`src/rtl/lu_scoreboard.sv`:
```
// lu_scoreboard
// Per-register scoreboard for long-latency writers (mul/div, CP2/GTE).
// Each tracked register owes a result from a multi-cycle unit and carries a
// free-running countdown of its predicted latency. Dependent issue is held
// for RAW, WAW and "too many outstanding" hazards; a result arriving on the
// lu writeback bus in the same cycle releases the hazard and is bypassed.
//
// Ports
//   clock           system clock, rising edge
//   reset           synchronous, active-low
//   issue_valid     ID-stage instruction requests issue
//   issue_src       NUM_SRC packed source indices, src i at [i*ADDR_W +: ADDR_W]
//   issue_src_need  src i is actually read
//   issue_dst       destination register
//   issue_dst_we    instruction writes issue_dst
//   issue_lat       predicted cycles to writeback, 0 = single-cycle op
//   ext_stall       stall from the rest of the pipeline
//   lu_wb_valid     long-latency unit writes back this cycle
//   lu_wb_reg       register written by that result
//   sb_stall        issue must hold (combinational)
//   src_fwd         src i takes the lu writeback bus (combinational)
//   outstanding     number of busy registers (registered)
//   sb_error        sticky: writeback to a register that was not busy, or r0
//   sb_overdue      sticky: a busy register's countdown expired unserved
module lu_scoreboard #(
    parameter int ADDR_W  = 5,
    parameter int NUM_SRC = 2,
    parameter int LAT_W   = 5,
    parameter int MAX_OUT = 4,
    localparam int OUT_W  = $clog2(MAX_OUT + 1)
) (
    input  logic                      clock,
    input  logic                      reset,
    input  logic                      issue_valid,
    input  logic [NUM_SRC*ADDR_W-1:0] issue_src,
    input  logic [NUM_SRC-1:0]        issue_src_need,
    input  logic [ADDR_W-1:0]         issue_dst,
    input  logic                      issue_dst_we,
    input  logic [LAT_W-1:0]          issue_lat,
    input  logic                      ext_stall,
    input  logic                      lu_wb_valid,
    input  logic [ADDR_W-1:0]         lu_wb_reg,
    output logic                      sb_stall,
    output logic [NUM_SRC-1:0]        src_fwd,
    output logic [OUT_W-1:0]          outstanding,
    output logic                      sb_error,
    output logic                      sb_overdue
);

    localparam int NREG = 1 << ADDR_W;
    localparam logic [OUT_W-1:0] MAX_OUT_V = OUT_W'(MAX_OUT);

    // busy[0] is held at 0 so r0 lookups never report a hazard.
    logic [NREG-1:0]  busy;
    logic [LAT_W-1:0] cnt [NREG];

    logic              wb_hit_any;
    logic              long_issue;
    logic              raw_any;
    logic              waw;
    logic              structural;
    logic              issue_fire;
    logic              long_fire;
    logic              overdue_now;
    logic [ADDR_W-1:0] src_idx;
    logic              src_hit;

    assign wb_hit_any = lu_wb_valid & busy[lu_wb_reg] & (lu_wb_reg != '0);
    assign long_issue = issue_dst_we & (issue_lat != '0) & (issue_dst != '0);

    always_comb begin
        raw_any = 1'b0;
        src_fwd = '0;
        src_idx = '0;
        src_hit = 1'b0;
        for (int i = 0; i < NUM_SRC; i++) begin
            src_idx    = issue_src[i*ADDR_W +: ADDR_W];
            src_hit    = wb_hit_any & (lu_wb_reg == src_idx);
            raw_any    = raw_any | (issue_src_need[i] & busy[src_idx] & ~src_hit);
            src_fwd[i] = issue_src_need[i] & src_hit & (src_idx != '0);
        end
    end

    assign waw = issue_dst_we & (issue_dst != '0) & busy[issue_dst]
               & ~(wb_hit_any & (lu_wb_reg == issue_dst));
    // A retirement anywhere this cycle frees a slot for the new long op.
    assign structural = long_issue & (outstanding == MAX_OUT_V) & ~wb_hit_any;

    assign sb_stall   = issue_valid & (raw_any | waw | structural);
    assign issue_fire = issue_valid & ~sb_stall & ~ext_stall;
    assign long_fire  = issue_fire & long_issue;

    // A register being cleared or re-armed this cycle is not counted as overdue.
    always_comb begin
        overdue_now = 1'b0;
        for (int r = 1; r < NREG; r++) begin
            if (busy[r] && cnt[r] == '0
                && !(wb_hit_any && lu_wb_reg == ADDR_W'(r))
                && !(long_fire && issue_dst == ADDR_W'(r)))
                overdue_now = 1'b1;
        end
    end

    always_ff @(posedge clock) begin
        if (!reset) begin
            busy        <= '0;
            for (int r = 0; r < NREG; r++) cnt[r] <= '0;
            outstanding <= '0;
            sb_error    <= 1'b0;
            sb_overdue  <= 1'b0;
        end else begin
            busy[0] <= 1'b0;
            cnt[0]  <= '0;
            for (int r = 1; r < NREG; r++) begin
                if (long_fire && issue_dst == ADDR_W'(r)) begin
                    busy[r] <= 1'b1;
                    cnt[r]  <= issue_lat;
                end else if (wb_hit_any && lu_wb_reg == ADDR_W'(r)) begin
                    busy[r] <= 1'b0;
                    cnt[r]  <= '0;
                end else if (busy[r] && cnt[r] != '0) begin
                    cnt[r]  <= cnt[r] - LAT_W'(1);
                end
            end

            case ({long_fire, wb_hit_any})
                2'b10:   outstanding <= outstanding + OUT_W'(1);
                2'b01:   outstanding <= outstanding - OUT_W'(1);
                default: outstanding <= outstanding;
            endcase

            if (lu_wb_valid && !wb_hit_any) sb_error <= 1'b1;
            if (overdue_now) sb_overdue <= 1'b1;
        end
    end

endmodule

```
`config.mk`:
```
export PLATFORM = sky130hd
export DESIGN_NAME = lu_scoreboard
export DESIGN_NICKNAME = d
export VERILOG_FILES = /design/src/rtl/lu_scoreboard.sv
export SDC_FILE = /design/constraint.sdc
export NUM_CORES = 1
export LEC_CHECK = 0
export BUFFER_PORTS_ARGS = -buffer_cell sky130_fd_sc_hd__buf_2
export CORE_UTILIZATION = 50
export CTS_CLUSTER_SIZE = 24
export DETAILED_ROUTE_END_ITERATION = 6
export PLACE_DENSITY = 0.76
export SLEW_MARGIN = 20
export SYNTH_ARGS = -nofsm -noshare
export SYNTH_HDL_FRONTEND = slang
export SYNTH_SLANG_ARGS = --single-unit
```
`constraint.sdc`:
```
create_clock -name clock -period 9.75 [get_ports clock]
set_clock_uncertainty 0.15 [all_clocks]
set_input_delay 1.95 -clock clock [delete_from_list [all_inputs] [get_ports clock]]
set_output_delay 1.95 -clock clock [all_outputs]
set_load 0.03 [all_outputs]
```
==> metrics.cfg <==
[die]
die_h_microns = 160
io_pins = 41
die_w_microns = 160
dieArea_sq_um = 25800
start_util = 0.513
num_rows = 57
core_sq_um = 24500

[clock_network]
cts.path.max_buffers = 2
cts_buffers = 17
postCtsSetupBuffers = 0
clk_pin_slew_ps = 70
ctsResizeCount = 0
clkLatencyLatePin_ps = 450
clock-sinks = 191
cts_hold_buf = 0
cts_tree = yes
htree_levels = 4
clock-root-buffer = clkbuf_16

[timing]
finalCriticalPeriod_ps = 6630
worstMarginPinSlew_ps = 1170
drv_slew = 0
setup_viol = 0
fmax_mhz = 151
hold_slack_ps = 351
finalSetupTns_ps = 0
rsz0062_at_grt = false
hold_viol_final = 0
relSlewSlack = 0.198
post-route-period-util = 0.680

[pwr]
power_switching_uw = 530
pwr-share-clk = 0.374
combPwrFrac = 0.131
p_leak_uw = 0.00467
totalPowerFinal_uw = 1890
powerDensity_nw_per_um2 = 140
switching_share = 0.280
peakVddDrop_uv = 81.8
seq_power_share = 0.495
intPower_uw = 1360

[route]
drt-initial-drc-count = 1473
num_vias = 10808
avgViaCountPerCell = 6.69
drtAntennaViolNets = 0
firstDrtPassIters = 5
wl_microns = 36200
wl_per_cell_microns = 22.4
drc = 0

[synthesis]
synthFlopType = edfxtp_1
netlist_area_sq_um = 12600
syn_nets = 1349
synth.largest_area_cell = edfxtp_1
synth_cell_types = 74
ys_ff_latch = 191
ys_warn_count = 0
postSynthCellCount = 1283
synth_enable_flop_cells = 155
yosys.area.top_type_share = 0.371
syn-mean-instance-area_sq_um = 9.79
ys_async_sr_fraction = 0
synth-seq-area-share = 0.428
synthTopCellsByArea = edfxtp_1, o22ai_1, dfxtp_1

[global_routing]
grt_max_degree = 53
grt_first_pass_wirelength_microns = 56900
grt_overflow = 0
grt_pass1_vias = 10203
grt_util_all_layers = 0.285
antenna_found_initial = 4

[finish]
post_route_cells_drive_above_1_share = 0.134
final_common_cell = edfxtp_1
layout_common_cells = edfxtp_1, o22ai_1, inv_1
syn2layout_area_growth_pct = 7.64
finalNetCount = 1341
design_area_sq_um = 13500

[worst_setup_path]
crit_slowest_cell = a2111oi_4
critPathArrivalTime_ps = 4530
path_delay_family = simple AND/OR/NAND/NOR gates
cp-end-kind = output pin
cp_num_cells = 9
critPathMaxStageDelay_ps = 530
cp_cell_sequence = buf_2 > nor2b_1 > a221o_1 > and2_1 > or3_1 > nand3_1 > a2111oi_4 > nor2b_1 > buf_2
cp_num_buf_inv = 2
start_kind = primary input
reg2reg_depth = 14
cp.required_ps = 7650
cp_max_fo = 21
path_class = in2out

[flow_run]
max_cap_violations = 0

[worst_hold_path]
holdPathStages = 2
hp-class = reg2reg

[placed_design]
port_buffers = 40
placedInstanceArea_sq_um = 12900
gp_congestion = 1.01
dpl.hpwl_microns = 25700

[outcome]
status = finished, final reports clean

## per-stage QoR
| step | utilization | setup slack (ps) | cells |
|---|---|---|---|
| after global placement | 0.528 | 3240 | 1580 |
| after floorplan | - | 3230 | 1283 |
| after CTS | 0.552 | 3220 | 1612 |
| after detailed placement | 0.528 | 3230 | 1580 |
| after global routing | 0.553 | 2980 | 1614 |
| final | 0.553 | 3120 | 1615 |
## synth_stat cells (14+ instances only)
| cell type | number |
|---|---|
| a21oi_1 | 63 |
| a31oi_1 | 14 |
| clkbuf_1 | 52 |
| dfxtp_1 | 36 |
| edfxtp_1 | 155 |
| ha_1 | 32 |
| inv_1 | 84 |
| mux2_2 | 16 |
| mux2i_1 | 14 |
| mux4_2 | 19 |
| nand2_1 | 86 |
| nand2b_1 | 24 |
| nand3_1 | 46 |
| nand4_1 | 41 |
| nor2_1 | 70 |
| nor3_1 | 56 |
| o21ai_0 | 44 |
| o22ai_1 | 129 |
| or2_2 | 18 |
| or3_1 | 20 |
| xnor2_1 | 65 |
## worst reg2reg max path, delay by kind of cell (launching register included)
family | cells | cell delay, ps
compound gates | 4 | 1350
xor+xnor | 1 | 80
fa+ha+maj | 2 | 430
buf+inv | 2 | 810
simple gates | 4 | 940
mux | 1 | 140
flops | 1 | 550
## path summary, 6_finish.rpt
path / start / to / slack [ps]
worst max-delay path: lu_wb_reg[1] / sb_stall / 3120
worst min-delay path: sb_error / sb_error / 350
worst max register to register: busy[20] / outstanding[2] / 5200
worst min register to register: sb_error / sb_error / 350
## sequential cells by signal, summed over array words and instances (netlist names)
register / flops
outstanding: 3
busy: 31
cnt: 155
sb_overdue: 1
sb_error: 1
## power by group through the flow
stage	Combinational (uW)	Clock (uW)	Sequential [uW]
2_1_floorplan	180	0	953
3_3_place_gp	237	0	954
3_5_place_dp	242	0	956
4_1_cts	244	711	937
5_1_grt	267	746	941
6_report	248	707	938
## layer usage
metal  global-route usage  routed length (microns)  vias to the layer above  part of all wire
li1                     -                        -                     4910                 -
met3               0.0553                     3520                       95             0.097
met1                0.392                    15000                     5203              0.42
met4                0.119                     1310                        4             0.036
met5                    0                       29                        -           0.00080
met2                0.440                    16300                      596              0.45
## cells by family after synthesis
kind of cell / count (synthesis) / synth area share
buffers and inverters: 162 / 0.0525
adders and majority gates: 33 / 0.0335
AOI/OAI and AO/OA: 328 / 0.171
muxes: 50 / 0.0605
xor gates and xnor gates: 78 / 0.0544
DFF: 191 / 0.428
and+or+nand+nor: 441 / 0.200
## area by class of cell
class,instances,area (sq um)
clock inverters,14,149
diodes,3,7.51
inverters,84,315
repair buffers,51,283
fillers,2108,10900
flip-flops and latches,191,5380
well taps,324,405
clock buffers,18,439
multi-input cells,930,6540
Note: power is estimated with default switching activity, not from simulation.
